**src/rtl/mod_add_pkg.sv**
```systemverilog
// Shared widths and types for the modular adder.
// The default widths fit a 23-bit modulus with 24-bit addends.
package mod_add_pkg;

    localparam int A_W_DEF = 24;
    localparam int Q_W_DEF = 23;

    typedef logic [A_W_DEF-1:0] operand_t;
    typedef logic [A_W_DEF:0]   sum_t;
    typedef logic [Q_W_DEF-1:0] mod_t;

endpackage

```
**src/rtl/mod_add.sv**
```systemverilog
// Single-cycle modular adder: one conditional subtraction, then one register stage.
// Operands above q are accepted as-is; the result is only partially reduced in that case.
module mod_add
    import mod_add_pkg::*;
#(
    parameter int A_W = A_W_DEF,
    parameter int Q_W = Q_W_DEF
) (
    input  logic           clk_i,
    input  logic           rst_ni,
    input  logic           valid_i,
    input  logic [A_W-1:0] a_i,
    input  logic [A_W-1:0] b_i,
    input  logic [Q_W-1:0] q_i,
    output logic [Q_W-1:0] c_o,
    output logic           valid_o
);

    localparam int S_W = A_W + 1;

    logic [S_W-1:0] sum;
    logic [S_W-1:0] q_ext;
    logic [Q_W-1:0] c_next;

    // Compare against the full carry-out sum so large operands are never misclassified.
    always_comb begin
        sum    = {1'b0, a_i} + {1'b0, b_i};
        q_ext  = S_W'(q_i);
        c_next = Q_W'((sum < q_ext) ? sum : (sum - q_ext));
    end

    always_ff @(posedge clk_i or negedge rst_ni) begin
        if (!rst_ni) begin
            c_o     <= '0;
            valid_o <= 1'b0;
        end else begin
            valid_o <= valid_i;
            if (valid_i) begin
                c_o <= c_next;
            end
        end
    end

endmodule

```
**config.mk**
```make
export PLATFORM = sky130hd
export DESIGN_NAME = mod_add
export DESIGN_NICKNAME = d
export VERILOG_FILES = /design/src/rtl/mod_add_pkg.sv /design/src/rtl/mod_add.sv
export SDC_FILE = /design/constraint.sdc
export NUM_CORES = 1
export LEC_CHECK = 0
export ABC_AREA = 1
export ABC_CLOCK_PERIOD_IN_PS = 800
export CAP_MARGIN = 15
export CORE_UTILIZATION = 48
export DETAILED_ROUTE_END_ITERATION = 10
export MAX_ROUTING_LAYER = met4
export PLACE_DENSITY_LB_ADDON = 0.15
export SLEW_MARGIN = 20
export SYNTH_ARGS = -nofsm -noshare
export SYNTH_HDL_FRONTEND = slang
export SYNTH_SLANG_ARGS = --single-unit
```
**constraint.sdc**
```tcl
create_clock -name clk_i -period 0.8 [get_ports clk_i]
set_clock_uncertainty 0.15 [all_clocks]
set_input_delay 0.2 -clock clk_i [delete_from_list [all_inputs] [get_ports clk_i]]
set_output_delay 0.2 -clock clk_i [all_outputs]
set_load 0.01 [all_outputs]
```
==> impl_metrics.py, run 1 <==
metrics = {
    "outcome": {
        "status": "did not finish",
        "lastStage": "global routing",
        "error_line": "[ERROR GRT-0116] Global routing finished with congestion. Check the congestion regions in the DRC Viewer.",
    },
    "global_routing": {
        "grt_max_degree": 25,
        "grt_pass1_vias": 9455,
        "grt_pass1_wl_um": 52400,
        "grt-ovfl-total": 1,
        "grt_use_total_pct": 72.0,
    },
    "logic_synthesis": {
        "synth_compound_area_share_pct": 9.42,
        "synth_xor_area_share_pct": 4.85,
        "yosysSeqAreaShare_pct": 12.8,
        "synth_top_family_by_area": "simple AND/OR/NAND/NOR gates",
        "yosys_warnings": 0,
        "postSynthCellCount": 782,
        "ys_types": 35,
        "yosys.area_share.simple_pct": 45.7,
        "synth_largest_area_cell": "nand2_1",
        "synth.top_cell.area_share_pct": 20.7,
        "synth.area.mux_share_pct": 0,
        "syn_avg_cell_area_um2": 6.01,
        "synth-seq-cells": 24,
        "async_flop_share_pct": 100,
        "syn_area_um2": 4700,
        "synth_commonest_cells": "259 x nand2_1, 147 x inv_1, 55 x nand3_1, 47 x ha_1, 46 x nor2_1",
        "synthAdderAreaFrac_pct": 13.4,
        "synth_area_leaders": "nand2_1 21%, dfrtp_1 13%, ha_1 13%, inv_1 12%, nand3_1 5.9%",
        "synth_fp_nets": 905,
        "synth_edf_count": 0,
        "yosysMostFrequentCell": "nand2_1",
        "synth-main-ff-cell": "dfrtp_1",
    },
    "cts": {
        "clockBufferDepth": 2,
        "cts-root-buf": "clkbuf_8",
        "h-tree-depth": 1,
        "cts_buffers": 3,
        "cts.sinks": 24,
    },
    "placed_design": {
        "place_hpwl_um": 13500,
        "placed_cell_area_um2": 7240,
        "dp.cells": 1175,
        "finalWeightedCongestion": 1.02,
        "dp_slack_ns": -3.30,
        "portBuffers": 97,
    },
    "floorplan": {
        "row_count": 35,
        "ios": 98,
        "initial_core_util_pct": 50.1,
        "die_w_um": 101,
        "die-height_um": 101,
    },
}
metrics by stage:
stage	setup TNS, ns	hold WS, ns
2_1_floorplan	-50.54	-0.246
3_3_place_gp	-83.21	0.313
3_5_place_dp	-86.74	0.315
4_1_cts	-58.40	0.126
what timing repair did:
| item | in CTS |
|---|---|
| gates cloned | 7 |
| setup endpoints to repair | 48 |
| setup buffers | 60 |
| pin swaps | 139 |
| hold buffers | 0 |
| resized for setup | 458 |
logic make-up after synthesis:
| family | after synthesis |
|---|---|
| XOR/XNOR | 26 |
| adder cells (fa/ha/maj) | 49 |
| AO/OA/AOI/OAI | 75 |
| AND/OR/NAND/NOR | 449 |
| flip-flops | 24 |
| buffers and inverters | 159 |
per-layer routing:
metal | global-route usage (%) | overflow
met5 | - | -
met4 | 71.5 | 0
met3 | 51.3 | 0
met2 | 91.5 | 1
met1 | 69.2 | 0
==> run 2: changes to the inputs <==
- ABC_CLOCK_PERIOD_IN_PS: 800 -> 1000
- CORE_UTILIZATION: 48 -> 40
- MAX_ROUTING_LAYER: met4 -> default
- clock period: 0.8 -> 1 ns (I/O delays scaled with it)
==> run 2 against run 1 <==
The flow now finishes, with violations (negative setup slack). Synthesized cell count did not move. Area after synthesis stayed put.
==> impl_metrics.py, run 2 <==
metrics = {
    "outcome": {
        "status": "finished with violations",
        "violations": "negative setup slack",
    },
    "cts": {
        "holdBufCountCts": 0,
        "cts_buffers": 3,
        "clockBufferDepth": 2,
        "cts.sinks": 24,
        "cts-root-buf": "clkbuf_16",
        "cts_tree": "done",
        "insertion_delay_ns": 0.26,
        "h-tree-depth": 1,
        "clkTransAtPathRegs_ns": 0.07,
    },
    "setup_path": {
        "cp_slowest_cell": "ha_4",
        "crit_chain": "dlygate4sd2_1, ha_4, nand2_2, inv_2, nand2_2, nor2_4, nand4_1, buf_4, nand4_1, nand2_2, inv_2, ha_4, nand2_4, nor2_4, buf_4, a21oi_4, nand3_4, nand2_4, nand4_4, buf_12, clkbuf_16, nand2_2, nand3_2, nand2_1",
        "cp_max_fo": 6,
        "critPathMaxStageDelay_ns": 0.31,
        "endpoint_kind": "register",
        "cp.required_ns": 1.06,
        "crit_arrival_ns": 3.39,
        "startpoint_type": "input port",
        "crit_top_cell": "nand2_2",
        "path_class": "input port to register",
    },
    "sta": {
        "fmax_mhz": 300,
        "hold_viol": 0,
        "worst_pin_slew_ns": 0.347,
        "setup_ws_ns": -2.34,
        "fin_crit_sh_pct": 334,
        "timing.hold.ws_ns": 0.212,
        "rsz0062_at_grt": "true",
        "min_period_ns": 3.34,
        "drv_slew": 0,
        "setup_viol": 47,
        "relSlewSlack_pct": 76.7,
    },
    "job": {
        "drv_cap": 0,
    },
    "final_layout": {
        "layout-drive-gt1-share_pct": 52.4,
        "top_regs": "c_o (23), valid_o (1)",
        "area_delta_synth_final_pct": 93.8,
        "n_antenna_cell": 0,
        "final_cell_mix": "233 x buf_4, 172 x nand2_1, 119 x inv_1",
        "largest-register": "c_o",
        "final_common_cell": "buf_4",
        "fillers": 790,
        "nets": 1252,
        "largest_reg_flops": 23,
    },
    "detailed_routing": {
        "wirelength_um": 20500,
        "routedWlPerCell_um": 16.1,
        "dr.pass1.iters": 5,
        "drtIter0Drc": 321,
        "vias_per_cell": 5.25,
        "drc": 0,
        "detail-route-antenna-nets": 0,
        "num_vias": 6664,
    },
    "floorplan": {
        "row_count": 39,
        "core_um2": 11400,
        "die-height_um": 110,
        "die_w_um": 110,
        "ios": 98,
        "dieArea_um2": 12200,
        "initial_core_util_pct": 41.2,
    },
    "placed_design": {
        "portBuffers": 97,
        "place_hpwl_um": 13400,
        "finalWeightedCongestion": 0.920,
    },
    "logic_synthesis": {
        "ys_types": 35,
        "synth_fp_nets": 905,
        "synth_largest_area_cell": "nand2_1",
        "synth_area_leaders": "nand2_1 21%, dfrtp_1 13%, ha_1 13%, inv_1 12%, nand3_1 5.9%",
        "synth-seq-cells": 24,
        "synth_edf_count": 0,
        "synth-main-ff-cell": "dfrtp_1",
        "yosysSeqAreaShare_pct": 12.8,
        "yosys_warnings": 0,
        "synth.top_cell.area_share_pct": 20.7,
        "syn_avg_cell_area_um2": 6.01,
        "syn_area_um2": 4700,
        "async_flop_share_pct": 100,
        "postSynthCellCount": 782,
        "yosysMostFrequentCell": "nand2_1",
        "synth_commonest_cells": "259 x nand2_1, 147 x inv_1, 55 x nand3_1, 47 x ha_1, 46 x nor2_1",
    },
    "global_routing": {
        "antenna_found_initial": 0,
        "grt_pass1_vias": 6646,
        "grt_max_degree": 25,
        "grt-ovfl-total": 0,
        "grt_pass1_wl_um": 29800,
        "grt_use_total_pct": 31.6,
    },
    "hold_path": {
        "hold_path.class": "input port to asynchronous set/reset pin",
    },
    "pwr": {
        "ir_drop_uv": 981,
        "finalPower_mw": 13.0,
        "leakage_nw": 4.71,
        "powerDensity_nw_per_um2": 1430,
    },
}
run 2: where the power goes:
part	switching [mW]	leakage [nW]	total [mW]	internal, mW
clock	0.366	0.0370	0.897	0.531
sequential	0.204	0.291	1.54	1.33
combinational	5.32	4.38	10.6	5.28
run 2: cell families after synthesis:
| logic type | after synthesis | share of synthesized area (%) |
|---|---|---|
| AOI/OAI and AO/OA | 75 | 9.43 |
| xor gates and xnor gates | 26 | 4.85 |
| adders and majority gates | 49 | 13.4 |
| buffers and inverters | 159 | 13.9 |
| DFF | 24 | 12.8 |
| and+or+nand+nor | 449 | 45.7 |
run 2: final cells by class:
type | instances | area, µm² | share of cell area [%]
clock buffers | 3 | 75.1 | 0.824
inverters | 149 | 564 | 6.19
multi-input cells | 599 | 4780 | 52.4
flip-flops and latches | 24 | 601 | 6.59
well taps | 143 | 179 | 1.96
repair buffers | 352 | 2910 | 32.0
run 2: stage by stage:
step | utilization (%) | TNS (ns) | cells | setup slack, ns | cell area [µm²]
4_1_cts | 75.8 | -52.54 | 1254 | -2.13 | 8660
6_report | 79.8 | -56.93 | 1270 | -2.34 | 9110
2_1_floorplan | - | -47.09 | 782 | -2.07 | 4820
5_1_grt | 79.8 | -59.18 | 1270 | -2.41 | 9110
3_3_place_gp | 63.9 | -75.60 | 1191 | -3.02 | 7300
3_5_place_dp | 63.9 | -75.57 | 1191 | -3.02 | 7300
run 2: final timing paths:
path	startpoint	to	slack [ns]	cells past startpoint
hold / removal	rst_ni	c_o[16]$_DFFE_PN0P_	0.21	2
min in group clk_i	c_o[16]$_DFFE_PN0P_	c_o[16]$_DFFE_PN0P_	0.33	2
setup reg to reg	c_o[18]$_DFFE_PN0P_	c_o[18]$_DFFE_PN0P_	-0.01	4
hold reg to reg	c_o[16]$_DFFE_PN0P_	c_o[16]$_DFFE_PN0P_	0.33	2
setup / recovery	b_i[15]	c_o[7]$_DFFE_PN0P_	-2.34	24
max in group asynchronous	rst_ni	c_o[2]$_DFFE_PN0P_	0.34	2
run 2: what timing repair did:
item / 4_1_cts / 5_1_grt
gates resized for setup: 373 / 104
pin swaps: 100 / 60
hold endpoints to repair: 0 / 0
buffers inserted: 58 / 18
setup endpoints to repair: 47 / 47
cloned: 2 / 1
run 2: metal layers:
metal / vias up / track usage (%) / routed length (µm)
li1: 3159 / - / -
met4: 0 / 15.3 / 1050
met3: 89 / 1.47 / 974
met2: 266 / 60.5 / 10600
met1: 3150 / 35.4 / 7820
met5: - / 0 / 0
run 2: critical path: cells and delay by family:
kind | cells | cell delay, ns
simple gates | 14 | 1.35
fa+ha+maj | 2 | 0.53
compound gates | 1 | 0.15
buf+inv | 7 | 1.12
Note: power is estimated with default switching activity, not from simulation.
==> run 3: changes to the inputs <==
- ABC_AREA: 1 -> default
- SKIP_LAST_GASP: default -> 1
==> run 3 against run 2 <==
The run still ends with negative setup slack left. Maximum frequency shrank 17%. Non-clock buffer count shrank 40. First-iteration DRC count shrank 6.9%. Worst hold slack lost 0.043 ns. Synthesized cell count shrank 43%. Sequential share of layout area grew 2.1 points. Sequential power grew 5%. Design area shrank 24%. Critical path type unchanged. Highest routed layer unchanged.
==> impl_metrics.py, run 3 <==
metrics = {
    "final_layout": {
        "largest-register": "c_o",
        "top_regs": "c_o (23), valid_o (1)",
        "layout-drive-gt1-share_pct": 47.8,
        "nets": 868,
        "final_cell_mix": "198 x buf_4, 47 x clkdlybuf4s50_1, 44 x nor2_1",
        "fin_area_um2": 6910,
        "n_antenna_cell": 0,
        "final_common_cell": "buf_4",
        "area_delta_synth_final_pct": 99.3,
        "largest_reg_flops": 23,
    },
    "logic_synthesis": {
        "yosys_warnings": 0,
        "synth.area.mux_share_pct": 1.12,
        "yosysMostFrequentCell": "nor2_1",
        "synth-seq-cells": 24,
        "yosysSeqAreaShare_pct": 17.3,
        "synth_edf_count": 0,
        "synth_top_family_by_area": "compound AO/OA/AOI/OAI gates",
        "synth-main-ff-cell": "dfrtp_1",
        "synth_fp_nets": 566,
        "synth_compound_area_share_pct": 35.6,
        "synth.top_cell.area_share_pct": 17.3,
        "ys_types": 64,
        "synth_xor_area_share_pct": 8.33,
        "async_flop_share_pct": 100,
        "syn_avg_cell_area_um2": 7.83,
        "synth_area_leaders": "dfrtp_1 17%, ha_1 17%, a21oi_1 6.3%, nor2_1 5.3%, xnor2_1 4.8%",
        "synth_largest_area_cell": "dfrtp_1",
        "synth_commonest_cells": "49 x nor2_1, 47 x ha_1, 44 x a21oi_1, 33 x inv_1, 24 x dfrtp_1",
        "postSynthCellCount": 443,
        "yosys.area_share.simple_pct": 14.1,
        "syn_area_um2": 3470,
        "synthAdderAreaFrac_pct": 18.1,
    },
    "sta": {
        "setup_viol": 47,
        "fin_crit_sh_pct": 402,
        "rsz0062_at_grt": "true",
        "setup_tns_ns": -71.56,
        "drv_slew": 0,
        "fmax_mhz": 249,
        "hold_viol": 0,
        "setup_ws_ns": -3.02,
        "worst_pin_slew_ns": 0.575,
        "min_period_ns": 4.02,
        "relSlewSlack_pct": 60.7,
    },
    "global_routing": {
        "grt-ovfl-total": 0,
        "grt_pass1_wl_um": 21000,
        "antenna_found_initial": 0,
        "grt_pass1_vias": 4546,
        "grt_max_degree": 25,
        "grt_use_total_pct": 29.1,
    },
    "hold_path": {
        "hold_path.class": "input port to asynchronous set/reset pin",
    },
    "placed_design": {
        "finalWeightedCongestion": 0.929,
        "placed_cell_area_um2": 5880,
        "place_hpwl_um": 9600,
        "portBuffers": 97,
    },
    "job": {
        "drv_cap": 0,
    },
    "cts": {
        "h-tree-depth": 1,
        "clockBufferDepth": 2,
        "insertion_delay_ns": 0.28,
        "cts-root-buf": "clkbuf_8",
        "cts_tree": "done",
        "cts.sinks": 24,
        "holdBufCountCts": 0,
        "clkTransAtPathRegs_ns": 0.10,
        "cts_buffers": 3,
    },
    "outcome": {
        "violations": "negative setup slack",
        "status": "finished with violations",
    },
    "detailed_routing": {
        "routedWlPerCell_um": 17.8,
        "num_vias": 4844,
        "detail-route-antenna-nets": 0,
        "drc": 0,
        "wirelength_um": 15100,
        "dr.pass1.iters": 5,
        "vias_per_cell": 5.71,
        "drtIter0Drc": 299,
    },
    "floorplan": {
        "initial_core_util_pct": 41.8,
        "row_count": 33,
        "core_um2": 8300,
        "die_w_um": 95.1,
        "ios": 98,
        "die-height_um": 95.1,
        "dieArea_um2": 9050,
    },
    "pwr": {
        "leakage_nw": 3.33,
        "ir_drop_uv": 945,
        "powerDensity_nw_per_um2": 1610,
    },
    "setup_path": {
        "crit_arrival_ns": 4.02,
        "cp.required_ns": 1.00,
        "rrSetupSlack_ns": -0.23,
        "startpoint_type": "input port",
        "path_class": "input port to register",
        "endpoint_kind": "register",
        "cp_max_fo": 8,
    },
}
run 3: changes by cell type after synthesis, sizes merged, moves of 6 or more:
cell / before / now
nand2: 279 / 22
inv: 149 / 33
nand3: 82 / 3
a21o: 3 / 21
a31oi: 1 / 16
nand4: 20 / 5
clkbuf: 1 / 12
o21ai: 18 / 28
a211oi: 0 / 9
nor3: 12 / 3
o21a: 0 / 9
o31ai: 0 / 8
xnor2: 13 / 19
run 3: repair_timing:
item	CTS	global route
pin swaps	73	64
setup endpoints to repair	48	47
cloned	2	0
gates resized for setup	214	70
buffers inserted	38	15
run 3: cell type report:
type                            instances  area [µm²]
Clock buffer                            3        41.3
Clock inverter                          1        30.0
Fill cell                             482        1390
Inverter                               34         128
Multi-Input combinational cell        370        3390
Sequential cell                        24         601
Tap cell                              105         131
Timing Repair Buffer                  312        2590
run 3: report_power, final:
group / switching, mW / leakage, nW / internal, mW
Sequential: 0.257 / 0.278 / 1.35
Clock: 0.349 / 0.0357 / 0.536
Combinational: 4.01 / 3.02 / 4.65
Total: 4.61 / 3.33 / 6.54
run 3: cells by family after synthesis:
| group | Yosys count |
|---|---|
| AOI/OAI and AO/OA | 179 |
| xor gates and xnor gates | 33 |
| adders and majority gates | 49 |
| buffers and inverters | 49 |
| DFF | 24 |
| muxes | 3 |
| and+or+nand+nor | 106 |
run 3: critical path, stage by stage:
cell and delay (ns):
buf_6 0.10, ha_4 0.29, nand2_4 0.05, o31a_1 0.32, buf_6 0.13, o41ai_4 0.35
buf_4 0.20, a21bo_4 0.13, a21oi_4 0.07, xnor2_2 0.15, ha_1 0.32, and3_4 0.19
and3_4 0.19, o31ai_4 0.08, a211oi_2 0.26, buf_4 0.17, nor2_4 0.05, buf_12 0.15
buf_4 0.16, a31oi_1 0.26, a21oi_1 0.13
run 3: final timing paths:
| kind | startpoint | endpoint | cells past startpoint |
|---|---|---|---|
| setup reg to reg | c_o[3]$_DFFE_PN0P_ | c_o[3]$_DFFE_PN0P_ | 3 |
| hold / removal | rst_ni | c_o[6]$_DFFE_PN0P_ | 2 |
| setup / recovery | a_i[4] | c_o[9]$_DFFE_PN0P_ | 21 |
| max in group asynchronous | rst_ni | c_o[15]$_DFFE_PN0P_ | 2 |
| min in group clk_i | c_o[21]$_DFFE_PN0P_ | c_o[21]$_DFFE_PN0P_ | 2 |
| hold reg to reg | c_o[21]$_DFFE_PN0P_ | c_o[21]$_DFFE_PN0P_ | 2 |
run 3: per-layer routing:
| metal | GRT usage [%] | vias to the layer above | routed length, µm |
|---|---|---|---|
| met1 | 37.2 | 2263 | 6010 |
| met2 | 52.0 | 268 | 7670 |
| met4 | 7.70 | 0 | 517 |
| li1 | - | 2252 | - |
| met3 | 2.55 | 61 | 942 |
| met5 | 0 | - | 0 |
run 3: per-stage QoR:
stage               utilization (%)  hold slack (ns)  worst slack (ns)  power, mW  cells
floorplan                         -           -0.196             -2.72       4.93    443
global placement               70.9            0.369             -3.56       8.34    792
detailed placement             70.9            0.379             -3.66       8.46    792
CTS                            77.6            0.183             -2.91       9.87    836
global route                   83.3            0.190             -3.13       11.8    849
finish                         83.3            0.169             -3.02       11.2    849
